===== config.mk =====
export PLATFORM = sky130hd
export DESIGN_NAME = mac_operand_sequencer
export DESIGN_NICKNAME = d
export VERILOG_FILES = /design/src/rtl/mac_seq_pkg.sv /design/src/rtl/mac_operand_sequencer.sv
export SDC_FILE = /design/constraint.sdc
export NUM_CORES = 1
export LEC_CHECK = 0
export ABC_AREA = 1
export ABC_CLOCK_PERIOD_IN_PS = 4200
export CORE_AREA = 2 2 84 86
export DETAILED_ROUTE_END_ITERATION = 6
export DIE_AREA = 0 0 86 88
export MAX_ROUTING_LAYER = met4
export PLACE_DENSITY_LB_ADDON = 0.05
export REMOVE_ABC_BUFFERS = 1
export SYNTH_ARGS = -nofsm -noshare
export SYNTH_HDL_FRONTEND = slang
export SYNTH_SLANG_ARGS = --single-unit

===== constraint.sdc =====
create_clock -name clk -period 4.2 [get_ports clk]
set_clock_uncertainty 0.1 [all_clocks]
set_input_delay 0.84 -clock clk [delete_from_list [all_inputs] [get_ports clk]]
set_output_delay 0.84 -clock clk [all_outputs]
set_load 0.03 [all_outputs]

===== src/rtl/mac_seq_pkg.sv =====
`default_nettype none
// +----------------------------------------------------------------------------+
// | Package : mac_seq_pkg                                                      |
// | Purpose : Shared types and defaults for mac_operand_sequencer.             |
// |           Holds the sequencer state encoding and the default widths and   |
// |           latency for the MAC that the sequencer drives.                   |
// | Rev     : 1.0  initial release                                             |
// +----------------------------------------------------------------------------+
package mac_seq_pkg;

  // Operand/result width of the MAC port.
  localparam int DEFAULT_DW      = 16;
  // Job length counter width; longest job is 2^LEN_W-1 operand pairs.
  localparam int DEFAULT_LEN_W   = 8;
  // Cycles from the last operand on mac_a/mac_b to a valid mac_c.
  localparam int DEFAULT_MAC_LAT = 2;

  // Width needed for a down-counter that is loaded with lat and stops at 1.
  function automatic int cnt_width(input int lat);
    return $clog2(lat + 1);
  endfunction

  typedef enum logic [1:0] {
    ST_IDLE  = 2'd0,  // waiting for a job
    ST_FEED  = 2'd1,  // streaming operand pairs into the MAC
    ST_DRAIN = 2'd2,  // waiting out the MAC result latency
    ST_HOLD  = 2'd3   // presenting the result until it is consumed
  } mac_seq_state_e;

endpackage : mac_seq_pkg
`default_nettype wire


===== src/rtl/mac_operand_sequencer.sv =====
`default_nettype none
// +----------------------------------------------------------------------------+
// | Module  : mac_operand_sequencer                                            |
// | Purpose : Upstream stage of the INT/FP MAC. Accepts a dot-product job      |
// |           (length, mode), streams operand pairs into the MAC, waits out   |
// |           the MAC latency, captures the accumulator and returns one result |
// |           per job. Jobs never overlap.                                     |
// | Ports   : clk, rst_n (async, active-low)                                   |
// |           job_valid/job_ready/job_len/job_mode : job request               |
// |           op_valid/op_ready/op_a/op_b          : operand pair stream       |
// |           mac_a/mac_b/mac_clear/mac_mode        : registered MAC drive     |
// |           mac_c                                 : MAC accumulator output   |
// |           res_valid/res_ready/res_data/res_mode : result return            |
// | Rev     : 1.0  initial release                                             |
// +----------------------------------------------------------------------------+
module mac_operand_sequencer
  import mac_seq_pkg::*;
#(
  parameter int DW      = DEFAULT_DW,
  parameter int LEN_W   = DEFAULT_LEN_W,
  parameter int MAC_LAT = DEFAULT_MAC_LAT   // must be >= 1
) (
  input  logic             clk,
  input  logic             rst_n,
  // job request
  input  logic             job_valid,
  output logic             job_ready,
  input  logic [LEN_W-1:0] job_len,
  input  logic             job_mode,
  // operand stream
  input  logic             op_valid,
  output logic             op_ready,
  input  logic [DW-1:0]    op_a,
  input  logic [DW-1:0]    op_b,
  // MAC drive
  output logic [DW-1:0]    mac_a,
  output logic [DW-1:0]    mac_b,
  output logic             mac_clear,
  output logic             mac_mode,
  input  logic [DW-1:0]    mac_c,
  // result
  output logic             res_valid,
  input  logic             res_ready,
  output logic [DW-1:0]    res_data,
  output logic             res_mode
);

  localparam int CNT_W = cnt_width(MAC_LAT);

  mac_seq_state_e   r_state;
  mac_seq_state_e   w_next_state;
  logic [LEN_W-1:0] r_remain;
  logic [CNT_W-1:0] r_lat_cnt;
  logic             r_first;

  logic w_job_fire;
  logic w_op_fire;
  logic w_last_op;
  logic w_lat_done;

  // Handshakes are qualified by state so the ready outputs stay purely
  // state-decoded.
  assign w_job_fire = (r_state == ST_IDLE) && job_valid;
  assign w_op_fire  = (r_state == ST_FEED) && op_valid;
  assign w_last_op  = w_op_fire && (r_remain == LEN_W'(1));
  assign w_lat_done = (r_lat_cnt == CNT_W'(1));

  // --------------------------------------------------------------------------
  // State register
  // --------------------------------------------------------------------------
  always_ff @(posedge clk or negedge rst_n) begin
    if (!rst_n) begin
      r_state <= ST_IDLE;
    end else begin
      r_state <= w_next_state;
    end
  end

  // --------------------------------------------------------------------------
  // Next state and ready decode
  // --------------------------------------------------------------------------
  always_comb begin
    w_next_state = r_state;
    job_ready    = 1'b0;
    op_ready     = 1'b0;
    case (r_state)
      ST_IDLE: begin
        job_ready = 1'b1;
        if (job_valid) begin
          // A zero-length job skips the MAC entirely and returns zero.
          w_next_state = (job_len != '0) ? ST_FEED : ST_HOLD;
        end
      end
      ST_FEED: begin
        op_ready = 1'b1;
        if (w_last_op) begin
          w_next_state = ST_DRAIN;
        end
      end
      ST_DRAIN: begin
        if (w_lat_done) begin
          w_next_state = ST_HOLD;
        end
      end
      ST_HOLD: begin
        if (res_ready) begin
          w_next_state = ST_IDLE;
        end
      end
      default: begin
        w_next_state = ST_IDLE;
      end
    endcase
  end

  // --------------------------------------------------------------------------
  // Counters and registered outputs
  // --------------------------------------------------------------------------
  always_ff @(posedge clk or negedge rst_n) begin
    if (!rst_n) begin
      r_remain  <= '0;
      r_lat_cnt <= '0;
      r_first   <= 1'b0;
      mac_a     <= '0;
      mac_b     <= '0;
      mac_clear <= 1'b0;
      mac_mode  <= 1'b0;
      res_valid <= 1'b0;
      res_data  <= '0;
      res_mode  <= 1'b0;
    end else begin
      // res_valid tracks HOLD one-for-one, so it rises with the state change.
      res_valid <= (w_next_state == ST_HOLD);

      case (r_state)
        ST_IDLE: begin
          if (w_job_fire) begin
            r_remain <= job_len;
            mac_mode <= job_mode;
            res_mode <= job_mode;
            r_first  <= 1'b1;
            // Already correct for a zero-length job; overwritten otherwise.
            res_data <= '0;
          end
        end
        ST_FEED: begin
          if (w_op_fire) begin
            mac_a     <= op_a;
            mac_b     <= op_b;
            // The first pair of a job reloads the accumulator, discarding
            // anything left from an earlier or abandoned job.
            mac_clear <= r_first;
            r_first   <= 1'b0;
            r_remain  <= r_remain - LEN_W'(1);
            if (w_last_op) begin
              r_lat_cnt <= CNT_W'(MAC_LAT);
            end
          end else begin
            // Bubble: a zero product leaves the accumulator unchanged.
            mac_a     <= '0;
            mac_b     <= '0;
            mac_clear <= 1'b0;
          end
        end
        ST_DRAIN: begin
          mac_a     <= '0;
          mac_b     <= '0;
          mac_clear <= 1'b0;
          r_lat_cnt <= r_lat_cnt - CNT_W'(1);
          if (w_lat_done) begin
            res_data <= mac_c;
          end
        end
        default: begin
          // ST_HOLD: result and mode held until consumed.
        end
      endcase
    end
  end

endmodule : mac_operand_sequencer
`default_nettype wire


==> run_results.csv <==
group,metric,value,unit
sta,slew-limit-headroom,0.502,
clock_network,htreeDepth,3,
routing,drtPass1Iterations,4,
clock_network,clock_path_buffers,2,
sta,setup_violations,0,
placed_design,dp_hpwl,5090,µm
clock_network,cts_tree,"yes",
placed_design,finalWeightedCongestion,0.879,
finish,seq_area,1600,µm²
setup_path,critPathRequiredTime,3.26,ns
pwr,ir_worst_vdd,0.000479,V
clock_network,post_cts_resized,0,
finish,fillCellCount,577,
routing,drc,0,
routing,num_vias,2608,
sta,min_period,2.76,ns
synthesis,ys_ff_latch,64,
sta,period_share,0.657,
clock_network,path_clk_slew,0.07,ns
clock_network,cts.sinks,64,
routing,drt-total-wl,7210,µm
sta,tns,0,ns
clock_network,root_buffer,"clkbuf_8",
finish,multi_input_area,977,µm²
sta,hold_viol_final,0,
synthesis,synth_warnings,0,
routing,antenna_left,0,
synthesis,synth_top_area_share,0.526,
synthesis,synth-edff-count,0,
synthesis,ys.flop_type,"dfrtp_1",
synthesis,synth_area_per_cell,8.62,µm²
die,rows,30,
die,die_h,88,µm
synthesis,async_flop_share,1.00,
pwr,power_density,622,nW/µm²
setup_path,crit_path_start_kind,"register",
global_route,grt_pass1_vias,2460,
job,max-cap-violations,0,
pwr,total_power,0.00276,W
finish,layout.nets,538,
synthesis,netlist_area,3040,µm²
global_route,grt_usage,0.208,
routing,drtIter0Drc,157,
synthesis,yosys-top-cells-count,"inv_1 (97), dfrtp_1 (64), nand2_1 (34)",
synthesis,netlist_instances,353,
run_status,outcome,"finished clean",
clock_network,cts_hold_buf,0,
synthesis,ys_types,30,
routing,vias_per_cell,4.71,
die,start_util,0.458,
sta,worst_pin_slew,0.745,ns
finish,syn_to_final_growth,45.7,%
clock_network,cts_buffers,9,
global_route,overflow,0,
pwr,p_leak,2.05,nW
finish,drive_gt1_frac,0.0907,
synthesis,synth.largest_area_cell,"dfrtp_1",
die,ios,116,
routing,wire_per_inst,13.0,µm
die,coreArea,6640,µm²
finish,n_antenna_cell,0,
synthesis,yosysMostFrequentCell,"inv_1",
setup_path,cp-end-kind,"primary output",
synthesis,synthTopCellsByArea,"dfrtp_1 (53%), inv_1 (12%), o22ai_1 (6.8%)",
global_route,grt_pass1_wl,11900,µm
min_path,hp-class,"in2async",
sta,rsz0062_at_grt,"no",
sta,fmax,0.362,GHz
die,die_w,86,µm
synthesis,yosysSeqAreaShare,0.526,
setup_path,worst-path-max-fanout,5,
clock_network,postCtsSetupRepairBufs,0,
die,dieArea,7570,µm²
global_route,antenna_found_initial,0,
setup_path,critPathArrivalTime,1.82,ns
placed_design,port_buffers,115,
setup_path,critPathKind,"reg2out",
sta,final_max_slew_viol_count,0,
global_route,grt_max_degree,36,
clock_network,clk_latency,0.33,ns
path summary, 6_finish.rpt:
path	startpoint	end	slack, ns	cells after the start
worst max-delay path	r_state[1]$_DFF_PN0_	job_ready	1.44	3
worst min-delay path	rst_n	mac_b[14]$_DFFE_PN0P_	0.38	1
worst max register to register	r_state[0]$_DFF_PN0_	res_data[8]$_DFFE_PN0P_	1.74	6
worst min register to register	r_first$_DFFE_PN0P_	r_first$_DFFE_PN0P_	0.40	2
max in group asynchronous	rst_n	res_data[5]$_DFFE_PN0P_	2.88	2
min in group clk	r_first$_DFFE_PN0P_	r_first$_DFFE_PN0P_	0.40	2
placed cells by master, fill, tap and decap left out:
cell	netlist	final
clkdlybuf4s50_1	0	114
inv_1	97	97
dfrtp_1	64	64
nand2_1	34	34
o22ai_1	33	33
nor2_1	24	24
nand3_1	24	24
o21ai_1	21	21
clkbuf_8	0	9
o21ai_2	7	7
ha_1	7	7
inv_2	5	5
o21ai_0	5	5
buf_4	4	4
clkinv_2	0	3
nand2_2	2	2
nand3_2	2	2
clkinvlp_4	0	2
o21bai_1	1	1
nand3b_1	1	1
a211oi_1	1	1
nor2_2	1	1
a21oi_4	1	1
mux2_2	1	1
o21ai_4	1	1
inv_6	1	1
a21oi_1	1	1
nor3b_1	1	1
nor3_1	1	1
o22ai_2	1	1
o211ai_2	1	1
or2_1	1	1
clkbuf_1	5	1
bufinv_16	0	1
buf_2	5	1
sequential cells by signal, indices dropped and copies added (netlist names):
signal / flops
r_state: 2
res_data: 16
r_first: 1
mac_b: 16
res_valid: 1
mac_clear: 1
r_remain: 8
res_mode: 1
r_lat_cnt: 2
mac_a: 16
metrics by stage:
stage	utilization	hold slack [ns]	cell area [µm²]	setup WS, ns	std cells
final	0.667	0.379	4430	1.44	554
after global placement	0.639	0.373	4250	1.63	538
after global routing	0.667	0.403	4430	1.37	554
after floorplan	-	0.359	2970	2.05	339
after CTS	0.667	0.383	4430	1.42	554
after detailed placement	0.639	0.386	4250	1.58	538
critical path, cell delays in order (launching register included):
cell and delay (ns):
dfrtp_1 0.42, inv_1 0.11, ha_1 0.25, clkdlybuf4s50_1 0.70
area by class of cell:
class	instances	share of cell area
clock buffer	10	0.0288
clock inverter	6	0.0135
timing repair buffer	119	0.265
multi-input combinational	172	0.220
tap	80	0.0226
inverter	103	0.0883
sequential	64	0.361
layer usage:
metal / share of wire / routed length (µm) / vias to the layer above / GRT usage
met4: 0.016 / 112 / 0 / 0.0765
met5: 0 / 0 / - / -
li1: - / - / 1329 / -
met2: 0.45 / 3210 / 82 / 0.315
met1: 0.47 / 3410 / 1186 / 0.275
met3: 0.066 / 473 / 11 / 0.0471
logic make-up (layout without fill, tap and decap cells):
group,Yosys count,count (layout),share of synthesized area
mux,1,1,0.00370
fa+ha+maj,7,7,0.0288
flops,64,64,0.526
simple gates,91,91,0.132
compound gates,73,73,0.156
buf+inv,117,238,0.153
power by group:
part	internal, W	leakage, nW	switching, W	total (W)
clock network	0.000271	0.0920	0.000243	0.000514
registers	0.000796	0.857	0.000112	0.000909
logic	0.000515	1.10	0.000819	0.00133
(Power assumes the default switching activity.)
